==> src/rtl/vga_sync_decoder.sv <==
// rtl/vga_sync_decoder.sv - VGA receive-side sync decoder recovering beam position and lock status
//
// Recovers the 1-based beam position (o_X 1..P_H_MAX, o_Y 1..P_V_MAX) from
// active-low HSync/VSync arriving on the pixel clock. The convention matches the
// timing generator: the cycle carrying the HSync falling edge shows
// o_X == P_H_PULSE_HEAD, and the cycle carrying the VSync falling edge is
// followed by o_Y == P_V_PULSE_HEAD.
//
// Ports:
//   i_Clk         pixel clock, all logic on posedge
//   i_Reset       synchronous active-high reset
//   i_HSync       horizontal sync, active low
//   i_VSync       vertical sync, active low
//   o_X, o_Y      recovered column / row (10 bits, 1-based)
//   o_HLocked     horizontal lock state machine is LOCKED
//   o_VLocked     vertical lock state machine is LOCKED
//   o_Visible     both locked and inside the visible rectangle
//   o_FrameStart  one-cycle pulse at (1,1) while both locked
//   o_ErrCount    saturating count of cycles with a lock-loss event
//
// Optional feature macro: VGA_DEC_STATS_EN builds the error counter; without it
// o_ErrCount is tied to zero.

module vga_sync_decoder #(
    parameter int P_H_VISIBLE    = 640,
    parameter int P_H_PULSE_HEAD = 657,
    parameter int P_H_MAX        = 800,
    parameter int P_V_VISIBLE    = 480,
    parameter int P_V_PULSE_HEAD = 491,
    parameter int P_V_MAX        = 525,
    parameter int P_LOCK_LINES   = 4,
    parameter int P_LOCK_FRAMES  = 2
) (
    input  logic       i_Clk,
    input  logic       i_Reset,
    input  logic       i_HSync,
    input  logic       i_VSync,
    output logic [9:0] o_X,
    output logic [9:0] o_Y,
    output logic       o_HLocked,
    output logic       o_VLocked,
    output logic       o_Visible,
    output logic       o_FrameStart,
    output logic [7:0] o_ErrCount
);

    localparam logic [9:0] H_VIS  = 10'(P_H_VISIBLE);
    localparam logic [9:0] H_HEAD = 10'(P_H_PULSE_HEAD);
    localparam logic [9:0] H_MAX  = 10'(P_H_MAX);
    localparam logic [9:0] V_VIS  = 10'(P_V_VISIBLE);
    localparam logic [9:0] V_HEAD = 10'(P_V_PULSE_HEAD);
    localparam logic [9:0] V_MAX  = 10'(P_V_MAX);
    localparam logic [3:0] H_NEED = 4'(P_LOCK_LINES);
    localparam logic [3:0] V_NEED = 4'(P_LOCK_FRAMES);

    typedef enum logic [1:0] {
        ST_UNLOCKED = 2'd0,
        ST_ACQUIRE  = 2'd1,
        ST_LOCKED   = 2'd2
    } lock_state_t;

    logic [9:0]  x, y, x_next, y_next;
    logic        h_prev, v_prev;
    logic        row_seen, row_seen_next;
    lock_state_t h_state, h_next, v_state, v_next;
    logic [3:0]  h_good, h_good_next, v_good, v_good_next;

    logic h_fall, v_fall;
    logic x_at_head, y_at_head, x_wrap;
    logic v_expected, v_missing;

    function automatic logic [3:0] inc_sat(input logic [3:0] v);
        return (v == 4'hF) ? v : v + 4'd1;
    endfunction

    // Falling edges are seen in the same cycle the input goes low.
    assign h_fall    = ~i_HSync & h_prev;
    assign v_fall    = ~i_VSync & v_prev;
    assign x_at_head = (x == H_HEAD);
    assign y_at_head = (y == V_HEAD);
    // An HSync edge on the last column reloads x instead of wrapping it,
    // so that cycle does not count as a row change.
    assign x_wrap    = (x == H_MAX) & ~h_fall;

    assign v_expected = v_fall & y_at_head;
    // The sync row is ending without any VSync edge inside it.
    assign v_missing  = x_wrap & y_at_head & ~(row_seen | v_fall);

    // Position counters
    always_comb begin
        x_next        = x;
        y_next        = y;
        row_seen_next = row_seen;

        if (h_fall)
            x_next = H_HEAD + 10'd1;
        else if (x == H_MAX)
            x_next = 10'd1;
        else
            x_next = x + 10'd1;

        if (v_fall)
            y_next = V_HEAD;
        else if (x_wrap)
            y_next = (y == V_MAX) ? 10'd1 : y + 10'd1;

        if (v_fall)
            row_seen_next = 1'b1;
        else if (x_wrap)
            row_seen_next = 1'b0;
    end

    // Horizontal lock next-state
    always_comb begin
        h_next      = h_state;
        h_good_next = h_good;
        case (h_state)
            ST_UNLOCKED: begin
                if (h_fall) begin
                    h_next      = ST_ACQUIRE;
                    h_good_next = 4'd1;
                end
            end
            ST_ACQUIRE: begin
                if (h_fall && x_at_head) begin
                    h_good_next = inc_sat(h_good);
                    if (h_good_next >= H_NEED)
                        h_next = ST_LOCKED;
                end else if (h_fall) begin
                    h_good_next = 4'd1;
                end else if (x_at_head) begin
                    h_next = ST_UNLOCKED;
                end
            end
            ST_LOCKED: begin
                if (h_fall && !x_at_head) begin
                    h_next      = ST_ACQUIRE;
                    h_good_next = 4'd1;
                end else if (!h_fall && x_at_head) begin
                    h_next = ST_UNLOCKED;
                end
            end
            default: h_next = ST_UNLOCKED;
        endcase
    end

    // Vertical lock next-state. It is dropped in the same cycle H leaves LOCKED
    // so that a single sync loss is recorded as a single error cycle.
    always_comb begin
        v_next      = v_state;
        v_good_next = v_good;
        if (h_next != ST_LOCKED) begin
            v_next      = ST_UNLOCKED;
            v_good_next = 4'd0;
        end else if (h_state == ST_LOCKED) begin
            case (v_state)
                ST_UNLOCKED: begin
                    if (v_fall) begin
                        v_next      = ST_ACQUIRE;
                        v_good_next = 4'd1;
                    end
                end
                ST_ACQUIRE: begin
                    if (v_expected) begin
                        v_good_next = inc_sat(v_good);
                        if (v_good_next >= V_NEED)
                            v_next = ST_LOCKED;
                    end else if (v_fall) begin
                        v_good_next = 4'd1;
                    end else if (v_missing) begin
                        v_next = ST_UNLOCKED;
                    end
                end
                ST_LOCKED: begin
                    if (v_fall && !v_expected) begin
                        v_next      = ST_ACQUIRE;
                        v_good_next = 4'd1;
                    end else if (v_missing) begin
                        v_next = ST_UNLOCKED;
                    end
                end
                default: v_next = ST_UNLOCKED;
            endcase
        end
    end

    always_ff @(posedge i_Clk) begin
        if (i_Reset) begin
            x        <= 10'd1;
            y        <= 10'd1;
            h_prev   <= 1'b1;
            v_prev   <= 1'b1;
            row_seen <= 1'b0;
            h_state  <= ST_UNLOCKED;
            v_state  <= ST_UNLOCKED;
            h_good   <= 4'd0;
            v_good   <= 4'd0;
        end else begin
            x        <= x_next;
            y        <= y_next;
            h_prev   <= i_HSync;
            v_prev   <= i_VSync;
            row_seen <= row_seen_next;
            h_state  <= h_next;
            v_state  <= v_next;
            h_good   <= h_good_next;
            v_good   <= v_good_next;
        end
    end

    assign o_X          = x;
    assign o_Y          = y;
    assign o_HLocked    = (h_state == ST_LOCKED);
    assign o_VLocked    = (v_state == ST_LOCKED);
    assign o_Visible    = o_HLocked & o_VLocked & (x <= H_VIS) & (y <= V_VIS);
    assign o_FrameStart = o_HLocked & o_VLocked & (x == 10'd1) & (y == 10'd1);

`ifdef VGA_DEC_STATS_EN
    logic       err_event;
    logic [7:0] err_count;

    assign err_event = ((h_state != ST_UNLOCKED) && (h_next == ST_UNLOCKED)) ||
                       ((h_state == ST_LOCKED)   && (h_next == ST_ACQUIRE))  ||
                       ((v_state != ST_UNLOCKED) && (v_next == ST_UNLOCKED)) ||
                       ((v_state == ST_LOCKED)   && (v_next == ST_ACQUIRE));

    always_ff @(posedge i_Clk) begin
        if (i_Reset)
            err_count <= 8'd0;
        else if (err_event && (err_count != 8'hFF))
            err_count <= err_count + 8'd1;
    end

    assign o_ErrCount = err_count;
`else
    assign o_ErrCount = 8'd0;
`endif

endmodule
==> config.mk <==
export PLATFORM = sky130hd
export DESIGN_NAME = vga_sync_decoder
export DESIGN_NICKNAME = d
export VERILOG_FILES = /design/src/rtl/vga_sync_decoder.sv
export SDC_FILE = /design/constraint.sdc
export NUM_CORES = 1
export LEC_CHECK = 0
export ABC_AREA = 1
export CORE_UTILIZATION = 50
export CTS_BUF_LIST = sky130_fd_sc_hd__clkbuf_4
export DETAILED_ROUTE_END_ITERATION = 7
export PLACE_DENSITY = 0.81
export SLEW_MARGIN = 20
export SYNTH_ARGS = -nofsm -noshare
export SYNTH_HDL_FRONTEND = slang
export SYNTH_SLANG_ARGS = --single-unit
==> constraint.sdc <==
create_clock -name i_Clk -period 1.5 [get_ports i_Clk]
set_input_delay 0.3 -clock i_Clk [delete_from_list [all_inputs] [get_ports i_Clk]]
set_output_delay 0.3 -clock i_Clk [all_outputs]
set_load 0.05 [all_outputs]
==> out/metrics.csv, run 1 <==
stage,metric,value,unit
clock_tree,clock-root-buffer,clkbuf_4,
clock_tree,cts_buffer_depth,2,
clock_tree,cts.sinks,35,
clock_tree,htree_levels,2,
run_status,stop_stage,5_1_grt,
synth,synth_ff_type,dfxtp_1,
synth,synth_compound_area_share,9.96,%
floorplan,start_util,52.7,%
synth,yosys_warnings,0,
synth,synth-xor-area-share,3.10,%
sta,worst-ep-kind,output port,
synth,yosysTopAreaCellShare,27.6,%
sta,grt_repair_worst_endpoint,o_Visible,
synth,syn_avg_cell_area,6.61,µm²
placed_design,placed_area,0.00371,mm²
synth,async_flop_share,0,%
synth,synth_fa_ha_area_share,7.89,%
global_route,gr-total-overflow,1,
run_status,outcome,stopped before the end,
synth,synth-simple-area-share,38.8,%
synth,synth_edf_count,0,
placed_design,hpwl,5.34,mm
synth,synth_seq_cells,35,
floorplan,num_io_pins,36,
synth,syn_inst,384,
synth,syn_area,0.00254,mm²
synth,synth.distinct_cells,40,
synth,ys_top_cells_by_area,"dfxtp_1 (28%), nand2_1 (12%), ha_1 (7.9%)",
placed_design,port_buffers,27,
global_route,grt_max_degree,12,
synth,yosysTopAreaCell,dfxtp_1,
clock_tree,cts_hold_buf,0,
synth,ys_top_cells_by_count,"nand2_1 (84), inv_1 (51), nor2_1 (42)",
floorplan,die_y,73.3,µm
synth,yosysSeqAreaShare,27.6,%
synth,synth_top_family_by_area,simple AND/OR/NAND/NOR gates,
synth,yosysMostFrequentCell,nand2_1,
floorplan,num_rows,25,
run_status,error,[ERROR GRT-0232] Routing congestion too high. Check the congestion heatmap in the GUI.,
placed_design,place_congestion,0.879,
clock_tree,cts-buffers-inserted,5,
synth,synthMuxAreaShare,0,%
floorplan,die_w,73.3,µm
global_route,grt_util_all_layers,64.0,%
through the flow:
| step | instances | worst slack, ns | hold slack (ns) | utilization [%] |
|---|---|---|---|---|
| after CTS | 551 | -0.480 | 0.476 | 87.1 |
| after detailed placement | 531 | -0.275 | 0.478 | 77.0 |
| after global placement | 531 | -0.212 | 0.461 | 77.0 |
| after floorplan | 391 | -0.328 | 0.397 | - |
logic make-up after synthesis:
family	count (synthesis)
buffers and inverters	73
flip-flops	35
adder cells (fa/ha/maj)	16
XOR/XNOR	9
AO/OA/AOI/OAI	47
AND/OR/NAND/NOR	203
other	1
per-layer routing:
metal,global-route usage (%),GRT overflow
met2,84.2,0
met5,7.07,0
met3,42.9,0
met1,67.1,0
met4,59.3,1
what timing repair did:
action / CTS
setup endpoints to repair: 31
pin swaps: 42
resized for setup: 88
buffers inserted: 13
endpoints found under the hold margin: 0
==> run 2, diff against run 1 <==
Settings changed: CORE_UTILIZATION 50 to 35, CTS_BUF_LIST sky130_fd_sc_hd__clkbuf_4 to default, PLACE_DENSITY 0.81 to default, PLACE_DENSITY_LB_ADDON from default to 0.15.
Clock period 1.5 ns to 2 ns, I/O delays scaled along.
==> out/metrics.csv, run 2 <==
stage,metric,value,unit,change
synth,syn_avg_cell_area,6.61,µm²,unchanged
routing,wirelength,5.79,mm,
global_route,antenna_found_initial,0,,
final_layout,syn_to_final_growth,30.3,%,
critical_path,regToRegSetupSlack,0.29,ns,
final_layout,final_cell_mix,"nand2_1 (82), inv_1 (44), nor2_1 (42), a21oi_1 (26)",,
sta,period_share,99.6,%,
critical_path,crit_top_cell,nor4_4,,
floorplan,die_w,87.2,µm,+19%
sta,slew_headroom,66.4,%,
final_layout,diodes,0,,
final_layout,final_nets,449,,
final_layout,fillers,740,,
synth,yosysTopAreaCell,dfxtp_1,,
final_layout,design_area,0.00331,mm²,
clock_tree,insertion_delay,0.29,ns,
sta,slew_viol_final,0,,
clock_tree,cts_buffer_depth,2,,unchanged
synth,synth_edf_count,0,,unchanged
synth,syn_area,0.00254,mm²,unchanged
placed_design,port_buffers,27,,unchanged
critical_path,critPathBufInv,2,,
min_path,hp-class,flip-flop to flip-flop,,
critical_path,crit_chain,inv_2 > ha_2 > nand3_4 > nor4_4 > nor3_2 > nor4_4 > buf_12,,
sta,rsz0062_at_grt,true,,
critical_path,slowest_delay,0.36,ns,
global_route,grt_max_degree,16,,
floorplan,num_io_pins,36,,unchanged
floorplan,die_y,87.2,µm,+19%
sta,setup_violations,0,,
clock_tree,tritoncts,yes,,
synth,yosysTopAreaCellShare,27.6,%,unchanged
synth,yosys_warnings,0,,unchanged
run_status,outcome,"complete, no violations",,
synth,async_flop_share,0,%,unchanged
critical_path,path_class,flip-flop to output port,,
final_layout,drive_gt1_share,25.1,%,
sta,hold_viol,0,,
clock_tree,clock-root-buffer,clkbuf_8,,
synth,synth.distinct_cells,40,,unchanged
routing,wl_met1,2.72,mm,
placed_design,hpwl,4.44,mm,-17%
final_layout,final_util,47.9,%,
clock_tree,htree_levels,2,,unchanged
routing,routed_via_density,4.64,,
sta,timing.hold.ws,0.481,ns,
routing,vias,2440,,
critical_path,critPathTopFamily,simple AND/OR/NAND/NOR gates,,
routing,top_layer,met4,,
floorplan,num_rows,30,,+20%
power_and_ir_drop,leakage,1.45,nW,
placed_design,placed_area,0.00301,mm²,-19%
global_route,gr-total-overflow,0,,
routing,first_pass_iters,4,,
routing,wl_per_cell,11.0,µm,
synth,ys_top_cells_by_count,"nand2_1 (84), inv_1 (51), nor2_1 (42)",,
critical_path,cp_max_fo,4,,
power_and_ir_drop,p_per_area,551,mW/mm²,
power_and_ir_drop,irDropWorstVdd,0.236,mV,
synth,syn_inst,384,,unchanged
clock_tree,clk_pin_slew,0.08,ns,
sta,finalClockSkew,0.00952,ns,
synth,yosysSeqAreaShare,27.6,%,unchanged
synth,synth_ff_type,dfxtp_1,,
synth,synth_seq_cells,35,,unchanged
global_route,grt_util_all_layers,16.3,%,
routing,initialDrtViolationCount,76,,
clock_tree,cts.sinks,35,,unchanged
critical_path,endpoint_kind,output port,,
routing,drc_errors,0,,
synth,ys_top_cells_by_area,"dfxtp_1 (28%), nand2_1 (12%), ha_1 (7.9%)",,
clock_tree,cts-buffers-inserted,5,,unchanged
critical_path,worstSetupStartpointType,flip-flop,,
critical_path,cp.arrival,1.59,ns,
global_route,grt_pass1_vias,2222,,
sta,worst_slack,0.00739,ns,
sta,timing.final.crit_period,1.99,ns,
global_route,grt_pass1_wl,9.86,mm,
placed_design,dp_slack,0.0697,ns,+0.345 ns
floorplan,coreArea,0.00691,mm²,
floorplan,die_area,0.00760,mm²,
routing,met2WireLength,2.78,mm,
placed_design,place_congestion,0.841,,-4.3%
run,maxCapViolCount,0,,
final_layout,mostFrequentLayoutCell,nand2_1,,
routing,met3_length,232,µm,
routing,postRouteAntennaNets,0,,
sta,tightest_slew,0.504,ns,
critical_path,critPathRequiredTime,1.60,ns,
synth,yosysMostFrequentCell,nand2_1,,
floorplan,start_util,36.8,%,-16 points
sta,max_freq,502,MHz,
critical_path,slowest_stage,dfxtp_4,,
-- run 2: cell counts after synthesis --
No cell type changed its count.
-- run 2: cells by family (layout without fill, tap and decap cells) --
logic type      after synthesis  after routing  share of synthesized area, %
compound gates               47             47                          9.96
xor+xnor                      9              9                          3.11
fa+ha+maj                    16             16                          7.89
buf+inv                      73            112                          12.5
flops                        35             35                          27.6
other cells                   1              8                         0.148
simple gates                203            203                          38.8
-- run 2: path summary, 6_finish.rpt --
check,start,end,cells past startpoint
worst max-delay path,o_X[0],o_Visible,7
worst min-delay path,row_seen,row_seen,2
worst max register to register,o_Y[0],v_good[0],10
worst min register to register,row_seen,row_seen,2
-- run 2: worst register-to-register path, cell delays in order (launching register included) --
cell	delay [ns]
dfxtp_4	0.39
ha_1	0.20
nand3_1	0.09
nor2_1	0.17
nand2_1	0.13
nand2_1	0.09
nand2_1	0.09
nand3_1	0.15
inv_1	0.07
o22ai_1	0.18
nor2_2	0.04
-- run 2: power breakdown --
| part | internal, mW | switching (mW) |
|---|---|---|
| Combinational | 0.139 | 0.252 |
| Sequential | 0.721 | 0.0332 |
| Clock | 0.404 | 0.274 |
-- run 2: cell type report --
cell class	instances	area (µm²)	share of cell area, %
Clock inverter	2	35.0	1.06
Multi-Input combinational cell	283	1670	50.5
Inverter	60	234	7.07
Clock buffer	6	82.6	2.50
Tap cell	96	120	3.63
Timing Repair Buffer	44	428	12.9
Sequential cell	35	737	22.3
-- run 2: routing by layer --
metal  GRT usage [%]  vias to the layer above
met3            3.41                        7
met2            27.9                       54
met5               0                        -
met4            4.47                        0
met1            20.8                     1080
li1                -                     1299
-- run 2: timing repair --
action                                 CTS  global route
pin swaps                                2             3
endpoints found under the hold margin    0             0
resized for setup                       12            24
hold buffers                             0             0
setup endpoints to repair                2             3
buffers inserted                         3             7
-- run 2: per-stage QoR --
stage                     setup TNS, ns  cells  power [mW]
after floorplan                       0    391        1.03
after global placement                0    508        1.12
after detailed placement              0    508        1.12
after CTS                       -0.0412    519        1.83
after global routing             -0.117    526        1.91
final                                 0    526        1.82
Power figures use the tool's default switching activity.
